## config.mk

```make
export PLATFORM = sky130hd
export DESIGN_NAME = cv32e40p_disc_window_ctrl
export DESIGN_NICKNAME = d
export VERILOG_FILES = /design/src/rtl/cv32e40p_disc_window_ctrl.sv
export SDC_FILE = /design/constraint.sdc
export NUM_CORES = 1
export LEC_CHECK = 0
export CAP_MARGIN = 10
export CORE_MARGIN = 2
export CORE_UTILIZATION = 37
export CTS_CLUSTER_SIZE = 14
export DETAILED_ROUTE_END_ITERATION = 8
export PLACE_DENSITY = 0.81
export SLEW_MARGIN = 40
export SYNTH_ARGS = -nofsm -noshare
export SYNTH_HDL_FRONTEND = slang
export SYNTH_SLANG_ARGS = --single-unit
export TNS_END_PERCENT = 10
```

## constraint.sdc

```tcl
create_clock -name clk -period 2.4 [get_ports clk]
set_input_delay 0.48 -clock clk [delete_from_list [all_inputs] [get_ports clk]]
set_output_delay 0.48 -clock clk [all_outputs]
set_load 0.005 [all_outputs]
```

## src/rtl/cv32e40p_disc_window_ctrl.sv

```systemverilog
// Discontinuity window controller.
// Watches the fetch stream between fetch and decode. Once enforcement is
// enabled, it counts non-zero straight-line instructions. When the stream
// runs W-1 instructions without a branch/jump, the next non-zero word is
// replaced by INJ_INSTR (jal x0,0). After that the controller parks in WAIT
// until resume_i. Handshake and data are pure pass-through (zero latency).
module cv32e40p_disc_window_ctrl #(
    parameter int unsigned MAX_WWDL  = 16,
    parameter logic [31:0] INJ_INSTR = 32'h0000006F,
    localparam int unsigned CW       = $clog2(MAX_WWDL + 1)
) (
    input  logic          clk,
    input  logic          rst,
    input  logic          cfg_en_i,
    input  logic          cfg_we_i,
    input  logic [CW-1:0] cfg_wwdl_i,
    input  logic          resume_i,
    input  logic          in_valid_i,
    input  logic [31:0]   in_rdata_i,
    output logic          in_ready_o,
    output logic          out_valid_o,
    output logic [31:0]   out_rdata_o,
    input  logic          out_ready_i,
    output logic [15:0]   inject_cnt_o,
    output logic [1:0]    state_o
);

    typedef enum logic [1:0] {
        S_IDLE   = 2'd0,
        S_COUNT  = 2'd1,
        S_INJECT = 2'd2,
        S_WAIT   = 2'd3
    } state_t;

    state_t        r_state;
    logic [CW-1:0] r_cnt;
    logic [CW-1:0] r_wwdl;
    logic [15:0]   r_inj_cnt;

    logic          w_xfer;
    logic          w_nz;
    logic          w_disc;
    logic [CW-1:0] w_reload;
    logic [CW-1:0] w_cnt_dec;

    // Branch / jump decode for both 32-bit and compressed encodings.
    function automatic logic is_disc(input logic [31:0] w);
        logic r;
        r = 1'b0;
        if (w[1:0] == 2'b11) begin
            r = (w[6:2] == 5'b11000) || (w[6:2] == 5'b11011) ||
                ((w[6:2] == 5'b11001) && (w[14:12] == 3'b000));
        end else if (w[1:0] == 2'b01) begin
            // c.jal, c.j, c.beqz, c.bnez
            r = (w[15:13] == 3'b001) || (w[15:13] == 3'b101) ||
                (w[15:13] == 3'b110) || (w[15:13] == 3'b111);
        end else if (w[1:0] == 2'b10) begin
            // c.jr / c.jalr: rs2 field zero, rs1 non-zero
            r = (w[15:13] == 3'b100) && (w[6:2] == 5'd0) && (w[11:7] != 5'd0);
        end
        return r;
    endfunction

    // Window lengths below 2 would reload the counter to 0, so clamp.
    function automatic logic [CW-1:0] clamp_wwdl(input logic [CW-1:0] v);
        if (v < CW'(2))
            return CW'(2);
        else if (v > CW'(MAX_WWDL))
            return CW'(MAX_WWDL);
        else
            return v;
    endfunction

    assign w_xfer    = in_valid_i && out_ready_i;
    assign w_nz      = (in_rdata_i != 32'd0);
    assign w_disc    = is_disc(in_rdata_i);
    assign w_reload  = r_wwdl - CW'(1);
    assign w_cnt_dec = (r_cnt == '0) ? '0 : (r_cnt - CW'(1));

    assign out_valid_o  = in_valid_i;
    assign in_ready_o   = out_ready_i;
    // Keyed on the current state only, so the substitute holds steady while
    // backpressured and drops out as soon as reset forces IDLE.
    assign out_rdata_o  = ((r_state == S_INJECT) && w_nz) ? INJ_INSTR : in_rdata_i;
    assign inject_cnt_o = r_inj_cnt;
    assign state_o      = r_state;

    // Window length register; only read at reload time so a write never
    // disturbs a window already in progress.
    always_ff @(posedge clk or posedge rst) begin
        if (rst) begin
            r_wwdl <= CW'(MAX_WWDL);
        end else if (cfg_we_i) begin
            r_wwdl <= clamp_wwdl(cfg_wwdl_i);
        end
    end

    // Window FSM with its countdown and the saturating injection counter.
    always_ff @(posedge clk or posedge rst) begin
        if (rst) begin
            r_state   <= S_IDLE;
            r_cnt     <= CW'(MAX_WWDL - 1);
            r_inj_cnt <= 16'd0;
        end else begin
            case (r_state)
                S_IDLE: begin
                    if (cfg_en_i) begin
                        r_state <= S_COUNT;
                        r_cnt   <= w_reload;
                    end
                end
                S_COUNT: begin
                    if (!cfg_en_i) begin
                        r_state <= S_IDLE;
                    end else if (w_xfer && w_nz) begin
                        if (w_disc) begin
                            r_cnt <= w_reload;
                        end else begin
                            r_cnt <= w_cnt_dec;
                            if (w_cnt_dec == '0)
                                r_state <= S_INJECT;
                        end
                    end
                end
                S_INJECT: begin
                    if (w_xfer && w_nz) begin
                        if (r_inj_cnt != 16'hFFFF)
                            r_inj_cnt <= r_inj_cnt + 16'd1;
                        r_state <= cfg_en_i ? S_WAIT : S_IDLE;
                    end else if (!cfg_en_i && !(in_valid_i && w_nz)) begin
                        // Nothing half-delivered, so disabling can leave now.
                        r_state <= S_IDLE;
                    end
                end
                S_WAIT: begin
                    if (!cfg_en_i) begin
                        r_state <= S_IDLE;
                    end else if (resume_i) begin
                        r_state <= S_COUNT;
                        r_cnt   <= w_reload;
                    end
                end
                default: r_state <= S_IDLE;
            endcase
        end
    end

endmodule

```

# [Yosys cells after proc, flatten, opt, wreduce, memory -nomap -nowiden]
# Index checks and enable logic that the tools add are counted.
# Widths: inputs -> output; s select.
[classes] n_shift=0 magnitude_cmp=2 n_eq_ne=25 muxes=25 n_div=0 n_addsub=3 mul=0 bitwise=0 reduce_logical=26
[op_table] op="$mux 5" count=9
[op_table] op="$mux 32" count=1
[op_table] op="$reduce_bool 32->1" count=1
[op_table] op="$mux 2" count=10
[op_table] op="$add 16x1->16 const B" count=1
[op_table] op="$ne 16x16->1 const B" count=1
[op_table] op="$eq 5x5->1 const B" count=3
[op_table] op="$logic_not 5->1" count=3
[op_table] op="$pmux 5 s3" count=1
[op_table] op="$eq 3x3->1 const B" count=4
[op_table] op="$ne 3x3->1 const B" count=4
[op_table] op="$reduce_and 6->1" count=2
[op_table] op="$ne 2x2->1 const B" count=5
[op_table] op="$sub 5x1->5 const B" count=2
[op_table] op="$eq 2x2->1 const B" count=4
[op_table] op="$logic_and 1x1->1" count=8
[op_table] op="$pmux 2 s4" count=1
[op_table] op="$gt 5x5->1 const B" count=1
[op_table] op="$logic_or 1x1->1" count=5
[op_table] op="$lt 5x2->1 const B" count=1
[op_table] op="$reduce_bool 5->1" count=1
[op_table] op="$eq 2x1->1 const B" count=2
[op_table] op="$eq 3x1->1 const B" count=1
[op_table] op="$logic_not 3->1" count=1
[op_table] op="other kinds (6)" count=9
[word_totals] memories=0 rom_bits=0 latch_bits=0 wordCells=85 ramBits=0 input_bits=44 regBits=28

# [Logic depth before layout (Yosys ltp)]
[logic_depth] ltp_word=10 depth_mapped=9 depth_no_buf=7

# [Least setup slack after synthesis]
# OpenSTA, ideal clock, no wires.
[synth_path] path_kind="input to output" start="input port in_rdata_i[8]" end="output port out_rdata_o[31]" t_arrival_ns=2.073 cell_stages=5 slack_ns=-0.153 required_ns=1.920 cell_sequence="or4_4 or2_4 o311ai_2 clkbuf_1 and2_1"
[synth_via] elab_chain_len=3
[synth_lines] item="start: declaration" line_no="19" rtl="input logic [31:0] in_rdata_i,"
[synth_lines] item="$reduce_bool 32->1" line_no="75" rtl="assign w_nz = (in_rdata_i != 32'd0);"
[synth_lines] item="$logic_and 1x1->1" line_no="84" rtl="assign out_rdata_o = ((r_state == S_INJECT) && w_nz) ? INJ_INSTR : in_rdata_i;"
[synth_lines] item="$mux 32" line_no="84"
[synth_lines] item="end: declaration" line_no="22" rtl="output logic [31:0] out_rdata_o,"
# Every way passes these cells.

# [Final worst setup path]
[layout_path] start="input port in_rdata_i[10]" end="output port out_rdata_o[26]"
# Same word-level chain as after synthesis.

==> run summary <==
The overall die height was 76.8 um. The logs give 1920 ps for the worst path required time and 46 for the count of unique library cells instantiated by Yosys. After legalization and detailed placement, the total HPWL measured 4.71 mm.

The die span in x was 76.8 um; the fraction of layout cells with a size suffix above 1 was 37.6%. Tracing the worst setup path back leads to its startpoint at in_rdata_i[10]. The multi-input combinational cells in the finished layout cover a total of 1350 um2. For the pin with the worst max-slew slack, the measured transition is 413 ps. The share of flip-flops with an asynchronous set or reset works out to 100%. In the post-synthesis netlist, the biggest area contributors are sky130_fd_sc_hd__dfrtp_1 29%, sky130_fd_sc_hd__and2_1 8.9%, sky130_fd_sc_hd__dfstp_2 6.7%. The first routing iteration left 69 violations.

The cell type contributing the most total cell area after synthesis was sky130_fd_sc_hd__dfrtp_1. The analysis attributes to cell leakage a power of 1.71 nW. The Yosys step of the flow raised 0 warnings. The clock reaches the later pin of the worst-skew pair after 280 ps. The first TritonRoute pass finished after 5 iterations. STA classifies the critical path endpoint as an output port. In the synthesized netlist the dominant register cell turns out to be sky130_fd_sc_hd__dfrtp_1. Across the routed clock network, the largest skew measured is 8.09 ps. After synthesis, the most frequently instantiated cells are 28 x sky130_fd_sc_hd__and2_1, 23 x sky130_fd_sc_hd__dfrtp_1, 14 x sky130_fd_sc_hd__nand2_1, 14 x sky130_fd_sc_hd__nor2_1, 14 x sky130_fd_sc_hd__xnor2_1. The number of I/O port buffers was 95. Setup repair after global routing could not meet its margin everywhere.

The tools report the buffer levels on the longest clock path as 2. Counting the buffers created by CTS gives 3. The average size of a mapped cell is 8.76 um2.

The checks that failed: negative setup slack. Signed area change from the synthesized netlist to the final layout: 86.6%. For the worst setup path, the data arrival time is 2310 ps.

The run gives 5110 um2 as the area of the core region. Total I/O pin count: 96. The maximum clock frequency was 359 MHz; the number of enable-type register cells in the synthesized netlist was 0.

The logs give 2,254 for the number of global-route vias before repair and 22.9% for the global-route usage over all layers. For this configuration, the core starts out at a cell density of 38.4%. The worst pin sits at a relative slew slack of 72.4%. Entering global routing, the biggest net connects 29 pins.

Synthesis inferred 28 register bits. The worst setup path is of the input port to output port kind. The final cycle utilization of the critical path is 116%, and the post-synthesis net count is 271. The detailed router placed 2,192 vias in this run. The tools report the number of hold violations in the final report as 0.

The tools report the launch instance of the worst register-to-register path as state_o[0]. The tools report the remaining number of nets flagged by the antenna check after routing as 0. The area share of the largest cell type after synthesis works out to 29.3%.

The max-slew violation count was 0; the largest voltage drop on the vdd net was 0.000521 V. The first global-routing pass estimated 11.1 mm of wire. Hold timing on the final database bottoms out at a slack of 502 ps. Across the whole layout, storage elements account for 707 um2. After global routing the overflow that remains totals 0. TritonCTS built the clock tree. The number of diodes added for antenna fixing is 0. The type of the worst min-delay path is flop to flop.

For this run, the post-layout net count is 410. Setup violations remaining at the end of the flow were counted as 33. The tools report the detailed-route wire length as 6.88 mm.

For this design the ratio of total power to cell area is 759 nW/um2. The average wire length per cell after detail routing is 15.9 um. The residual DRC count was 0; the total negative slack for setup checks was -9800 ps.

The placement row count came out at 26. Along the worst path, the maximum fanout reaches 8. The number of maximum-capacitance violations was 0; the clock-pin slew of the registers on the worst-case setup and hold paths was 100 ps. Most instantiated library cell after synthesis: sky130_fd_sc_hd__and2_1. STA classifies the critical path startpoint as an input port.

After layout, the minimum clock period comes to 2790 ps. Synthesis produced 224 cells. The tools report the initial antenna violation count as 0.

The run finished, with violations left. Using the TritonRoute via totals, the vias-per-cell ratio works out to 5.07. The number of H-tree levels came out at 1. Clock tree synthesis selected as its root buffer the cell sky130_fd_sc_hd__clkbuf_8. The post-synthesis sequential area ratio is 36.0%. Routability-driven placement finished with a final weighted congestion of 0.871. The floorplan step defined a die boundary enclosing 5900 um2. The synthesized netlist occupies a cell area of 1960 um2.

Start point of the worst min-delay path: inject_cnt_o[7]. After filler insertion, the fill cell instance count of the layout stands at 363. The total clock sinks was 28; the setup slack after layout was -388 ps.

The hold buffer count at cts came out at 0.
[area by class of cell]
type,instances,share of cell area [%]
clock buffers,3,1.13
multi-input cells,176,36.9
clock inverters,1,0.820
well taps,70,2.39
repair buffers,144,38.4
flip-flops and latches,28,19.3
inverters,10,1.02
[state kept, by name, summed over array words and instances (netlist names)]
register and flops:
r_wwdl 5, r_cnt 5, state_o 2, inject_cnt_o 16
[report_power, final]
group          switching (mW)  internal [mW]  leakage (nW)
Clock                   0.155          0.224        0.0357
Sequential             0.0705          0.587         0.360
Combinational           0.716           1.03          1.32
Total                   0.941           1.84          1.71
[final timing paths]
check                      slack (ps)               to  cells after the start
setup / recovery                 -390  out_rdata_o[26]                      9
hold / removal                    500  inject_cnt_o[7]                      1
setup reg to reg                  280  inject_cnt_o[9]                     10
hold reg to reg                   500  inject_cnt_o[7]                      1
max in group asynchronous        1530         r_cnt[0]                      3
min in group asynchronous         550  inject_cnt_o[5]                      3
[stage by stage]
step                instances  setup slack, ps  power, mW  cell area, um2  util [%]
finish                    432             -388       2.78            3660      71.7
global route              432             -424       2.95            3660      71.7
CTS                       433             -339       2.68            3510      68.7
detailed placement        418             -910       2.06            3290      64.4
global placement          418             -854       2.01            3280      64.3
floorplan                 224            -34.8       1.33            1990         -
[kinds of logic (layout without fill, tap and decap cells)]
family	after synthesis	count (layout)	synth area share (%)
flip-flops	28	28	36.0
adder cells (fa/ha/maj)	3	3	1.91
AND/OR/NAND/NOR	117	117	33.8
AO/OA/AOI/OAI	29	29	11.0
multiplexers	10	10	5.48
buffers and inverters	20	158	4.21
XOR/XNOR	17	17	7.58
[critical path: stages]
cell                       delay (ps)
sky130_fd_sc_hd__buf_6             90
sky130_fd_sc_hd__or4_4            530
sky130_fd_sc_hd__or2_4            260
sky130_fd_sc_hd__o311ai_4         340
sky130_fd_sc_hd__buf_6            170
sky130_fd_sc_hd__buf_12           100
sky130_fd_sc_hd__buf_12           110
sky130_fd_sc_hd__and2_4           140
sky130_fd_sc_hd__buf_6             90
[metal layers]
| layer | track usage, % | vias up | part of all wire [%] |
|---|---|---|---|
| met4 | 6.73 | 0 | 1.2 |
| met2 | 39.9 | 90 | 50 |
| li1 | - | 1074 | - |
| met1 | 28.9 | 1021 | 43 |
| met5 | 0 | - | 0 |
| met3 | 4.12 | 7 | 6.2 |
[what timing repair did]
item	in CTS	in global routing
pin swaps	28	12
gates cloned	3	0
setup buffers	8	0
gates resized for setup	188	42
setup endpoints to repair	45	50
[cells in the final DEF (no fill, tap or decap), types with 4 or more instances in the layout]
cell,synthesis,layout
sky130_fd_sc_hd__dfrtp_1,23,23
sky130_fd_sc_hd__mux2i_1,4,4
sky130_fd_sc_hd__and3_1,4,4
sky130_fd_sc_hd__dlymetal6s2s_1,0,8
sky130_fd_sc_hd__buf_4,2,39
sky130_fd_sc_hd__xnor2_1,14,14
sky130_fd_sc_hd__nand2b_1,10,10
sky130_fd_sc_hd__and2_1,28,8
sky130_fd_sc_hd__nand2_1,14,13
sky130_fd_sc_hd__mux2_2,6,4
sky130_fd_sc_hd__and2_4,0,20
sky130_fd_sc_hd__buf_12,0,4
sky130_fd_sc_hd__dlygate4sd2_1,0,17
sky130_fd_sc_hd__nor2_1,14,13
sky130_fd_sc_hd__o21ai_0,6,6
sky130_fd_sc_hd__inv_1,10,10
sky130_fd_sc_hd__buf_6,0,27
sky130_fd_sc_hd__clkdlybuf4s50_1,0,34
sky130_fd_sc_hd__dfstp_2,5,5
sky130_fd_sc_hd__nand3_1,10,8
sky130_fd_sc_hd__nor3_1,8,6
sky130_fd_sc_hd__nand4_1,9,9
sky130_fd_sc_hd__buf_2,0,9
No activity file was read; power rests on OpenSTA's default activity.
==> patch 1: new RTL, same settings <==
Set the parameter `MAX_WWDL` to 8 (it was 16).
--- a/src/rtl/cv32e40p_disc_window_ctrl.sv
+++ b/src/rtl/cv32e40p_disc_window_ctrl.sv
@@ -7,3 +7,3 @@
 module cv32e40p_disc_window_ctrl #(
-    parameter int unsigned MAX_WWDL  = 16,
+    parameter int unsigned MAX_WWDL  = 8,
     parameter logic [31:0] INJ_INSTR = 32'h0000006F,
Ports: changed (resized cfg_wwdl_i); port bits go from 96 to 95. The function was not compared with the original's and may differ.
==> patch 1 against the unedited design <==
- the flow still finishes with violations (setup timing)
- sequential cell count is 2 lower
- design area is 13% lower
- register-to-register slack worse by 0.22 ns
- wire length is 16% lower
- worst setup slack better by 0.38 ns
- first-iteration DRC count is 33% lower
- synthesized cell count is 14% lower
- via count is 12% lower
- maximum frequency is 16% higher
- area after synthesis is 11% lower
Power is not compared: it rests on default switching activity, and its combinational part moved more than twofold at a synthesized area within 25%.
==> patch 1: results (changes against the unedited design) <==
metric	value	unit	change
worst r2r path cells	9		-1
critical path arrival	1.93	ns	-0.38 ns
CP max FO	7		-1
first-pass GRT wire length	9170	microns	-17%
clock-pin slew on the worst setup and hold paths	0.10	ns	about the same
setup violators final	11		-67%
max FFs per register	16		unchanged
reg-to-reg startpoint	state_o[0]$_DFFE_PP0P_		
GPL Wtd Cong	0.805		-7.5%
syn nets	237		-13%
Bufs on Longest Clock Path	2		unchanged
Area contributors post-synth	dfrtp_1, and2_1, dfstp_2		
Overall Global Routing Usage	0.221		-0.00832
Worst-Margin Slew	0.704	ns	+0.291 ns
failing checks	setup timing		
Yosys cell types	45		-2.2%
initial DRC count	46		-33%
vias in the first global route	1891		-16%
hpwl dp	4020	microns	-15%
Post-DP Area	0.00292	sq mm	-11%
r2r endpoint	inject_cnt_o[10]$_DFFE_PP0P_		
nets	366		-11%
wire length per cell	15.4	microns	-3.2%
Crit path largest cell delay	0.33	ns	-0.20 ns
# fillers	366		+0.83%
Hold Path Origin	inject_cnt_o[5]$_DFFE_PP0P_		
router iterations before antenna repair	4		-1
Vias per Instance	5.18		+2.0%
layout cells sized above 1	0.419		+0.0431
sequential area share after synthesis	0.374		+0.0139
Port-buffer cells	94		-1.1%
critical path capture point	out_rdata_o[22]		
largest net degree at the start of global routing	27		-6.9%
Ys Warns	0		unchanged
Worst path slowest cell	nor4_4		
CP startpoint	in_rdata_i[25]		
Worst Hold End	inject_cnt_o[5]$_DFFE_PP0P_		
clk_lat worst skew	0.28	ns	about the same
area grow syn2layout	81.8	%	
Worst Hold Class	flop to flop		
Worst R2R Setup Slack	0.06	ns	-0.22 ns
clock skew	0.0133	ns	+0.00523 ns
top cells by count, synth	and2_1, dfrtp_1, nand2_1		
outcome	finished, violations left		
Worst Hold Path Cells	1		unchanged
Main synth FF type	dfrtp_1		
Hold-fix buffers, CTS	0		unchanged
setup ws final	-0.0104	ns	+0.378 ns
## patch 1: cell count changes in the layout (fill, tap and decap cells not counted), moves of 7 or more
cell,before,now
buf_6,27,18
buf_4,39,27
dlymetal6s2s_1,8,0
dlygate4sd2_1,17,5
clkbuf_2,0,11
nor2_1,13,6
buf_2,9,23
## patch 1: what timing repair did
| action | in CTS | in global routing |
|---|---|---|
| setup buffers | 9 | 1 |
| gates resized for setup | 232 | 33 |
| gates cloned | 3 | 0 |
| pin swaps | 29 | 11 |
| setup endpoints to repair | 33 | 37 |
## patch 1: through the flow
stage | std cells | hold slack, ns | setup TNS (ns) | setup slack (ns) | total power [mW]
after floorplan | 192 | 0.478 | 0 | 0.277 | 0.705
after global placement | 358 | 0.474 | -23.30 | -0.707 | 0.942
after detailed placement | 358 | 0.479 | -24.32 | -0.722 | 0.954
after CTS | 374 | 0.496 | -0.691 | -0.0358 | 1.34
after global routing | 374 | 0.535 | -1.60 | -0.0912 | 1.41
final | 374 | 0.496 | -0.0481 | -0.0104 | 1.35
## patch 1: where the power goes
group,switching [mW],leakage [nW],internal (mW)
clock,0.144,0.0357,0.224
combinational,0.174,1.11,0.254
sequential,0.0519,0.331,0.498
total,0.370,1.48,0.976
## patch 1: area by class of cell
| type | count | share of cell area |
|---|---|---|
| sequential | 26 | 0.206 |
| clock inverter | 1 | 0.00942 |
| inverter | 11 | 0.0130 |
| clock buffer | 3 | 0.0130 |
| multi-input combinational | 149 | 0.373 |
| tap | 54 | 0.0212 |
| timing repair buffer | 130 | 0.364 |
## patch 1: cell families (layout without fill, tap and decap cells)
kind of cell / after synthesis / in the layout / synth area share
AOI/OAI and AO/OA: 25 / 25 / 0.118
xor gates and xnor gates: 17 / 17 / 0.0849
adders and majority gates: 2 / 2 / 0.0143
buffers and inverters: 17 / 145 / 0.0421
DFF: 26 / 26 / 0.374
muxes: 5 / 5 / 0.0300
and+or+nand+nor: 100 / 100 / 0.336
## patch 1: layer usage
metal | vias to the layer above | track usage | routed length [microns]
li1 | 931 | - | -
met1 | 928 | 0.289 | 2380
met2 | 66 | 0.389 | 3050
met3 | 11 | 0.0318 | 239
met4 | 0 | 0.0453 | 96
met5 | - | 0 | 0
## patch 1: worst max-delay path: cells and delay by family
| kind | cells | cell delay (ns) |
|---|---|---|
| AOI/OAI and AO/OA | 1 | 0.28 |
| and+or+nand+nor | 3 | 0.62 |
| buffers and inverters | 5 | 0.55 |
==> patch 2: new RTL, same flow settings <==
Without the edit above. Register the output `inject_cnt_o` once more, with the module's reset; this adds one clock of latency there. The other outputs are not delayed to match.
--- a/src/rtl/cv32e40p_disc_window_ctrl.sv
+++ b/src/rtl/cv32e40p_disc_window_ctrl.sv
@@ -84,3 +84,9 @@
     assign out_rdata_o  = ((r_state == S_INJECT) && w_nz) ? INJ_INSTR : in_rdata_i;
-    assign inject_cnt_o = r_inj_cnt;
+    always_ff @(posedge clk or posedge rst) begin
+        if (rst) begin
+            inject_cnt_o <= '0;
+        end else begin
+            inject_cnt_o <= r_inj_cnt;
+        end
+    end
     assign state_o      = r_state;
Formal check against the unedited RTL: not equivalent (Yosys sat finds a counterexample within 10 cycles, from zero or initial values and one cycle with rst high).
==> patch 2 against the unedited design <==
- wire length is 5.6% lower
- area after synthesis grew 21%
- total power down 10%
- register-to-register slack worse by 0.19 ns
- highest routed layer unchanged
- worst setup slack got worse by 0.25 ns
- utilization is 8.4 points lower
- largest power group unchanged
- critical path depth rose by 1
- clock skew down 0.0017 ns
- sequential cell count increased by 16
- synthesized cell count up 6.7%
- the flow still finishes with violations (setup timing)
- critical endpoint is now out_rdata_o[5]
- count of clock-buffer cells in the layout increased by 2
- design area rose by 8.6%
==> patch 2: results (changes against the unedited design) <==
metric	value	unit	change
clk sink count	44		+57%
GPL Wtd Cong	0.828		-4.9%
Max VDD drop	0.766	mV	+47%
Synth Area in Compound Gates	0.0962		-0.0141
router iterations before antenna repair	4		-1
failing checks	setup timing		
CP top delay family	buffers and inverters		
Yosys cell types	47		+2.2%
met3 wire len	431	microns	+1.4%
r2r endpoint	r_inj_cnt[14]$_DFFE_PP0P_		
Worst R2R Setup Slack	0.09	ns	-0.19 ns
mux contribution to synthesized area	0.0402		-0.0146
largest net degree at the start of global routing	33		+14%
routing usage on met1	0.213		-0.0761
Worst-Margin Slew	0.493	ns	+0.0795 ns
critical path capture point	out_rdata_o[5]		
Post-DP Area	0.00368	sq mm	+12%
Crit path largest cell delay	0.46	ns	-0.07 ns
nets	425		+3.7%
Area contributors post-synth	dfrtp_1, and2_1, xnor2_1		
met2 Track Usage GR	0.329		-0.0704
top cells by count, synth	dfrtp_1, and2_1, nand2_1		
fraction of area in multi-input gates	0.330		-0.0389
CP max FO	6		-2
setup violators final	46		+39%
XOR/XNOR Fraction of Synth Area	0.0666		-0.00925
# fillers	489		+35%
routed length on met2	3300	microns	-3.4%
Vias	2274		+3.7%
Mapped Area	0.00237	sq mm	+21%
clock skew	0.00642	ns	-0.00166 ns
critical path arrival	2.56	ns	+0.25 ns
register fraction of the total cell area	0.278		+0.0854
Setup WS pre-CTS	-1.11	ns	-0.200 ns
syn nets	286		+5.5%
Inverters	11		+1
ClkCell Share	0.0280		+0.00853
Non-clk bufs	139		-3.5%
setup ws final	-0.639	ns	-0.251 ns
outcome	finished, violations left		
CP startpoint	in_rdata_i[16]		
Vias per Instance	4.99		-1.7%
hpwl dp	4640	microns	-1.5%
initial DRC count	50		-28%
post-placement cell count	438		+4.8%
clock-pin slew on the worst setup and hold paths	0.08	ns	-0.02 ns
count of multi-input gates	177		+0.57%
worst r2r path cells	12		+2
Hold Path Origin	r_inj_cnt[14]$_DFFE_PP0P_		
[patch 2: worst min-delay path by stage]
stage                                             to  slack, ns  cells past startpoint
after floorplan            inject_cnt_o[5]$_DFF_PP0_       0.39                      0
after global placement     inject_cnt_o[5]$_DFF_PP0_       0.40                      0
after detailed placement  inject_cnt_o[15]$_DFF_PP0_       0.41                      0
after CTS                 inject_cnt_o[14]$_DFF_PP0_       0.43                      0
after global routing      inject_cnt_o[15]$_DFF_PP0_       0.45                      0
final                     inject_cnt_o[14]$_DFF_PP0_       0.43                      0
[patch 2: power breakdown]
group / internal (mW) / leakage (nW) / switching [mW]
combinational: 0.574 / 1.18 / 0.434
sequential: 0.857 / 0.586 / 0.0796
clock: 0.308 / 0.0541 / 0.245
total: 1.74 / 1.82 / 0.758
[patch 2: repair_timing]
action                     4_1_cts  5_1_grt
setup endpoints to repair       52       49
pin swaps                       26        7
resized for setup              152       27
cloned                           2        0
buffers inserted                 5        3
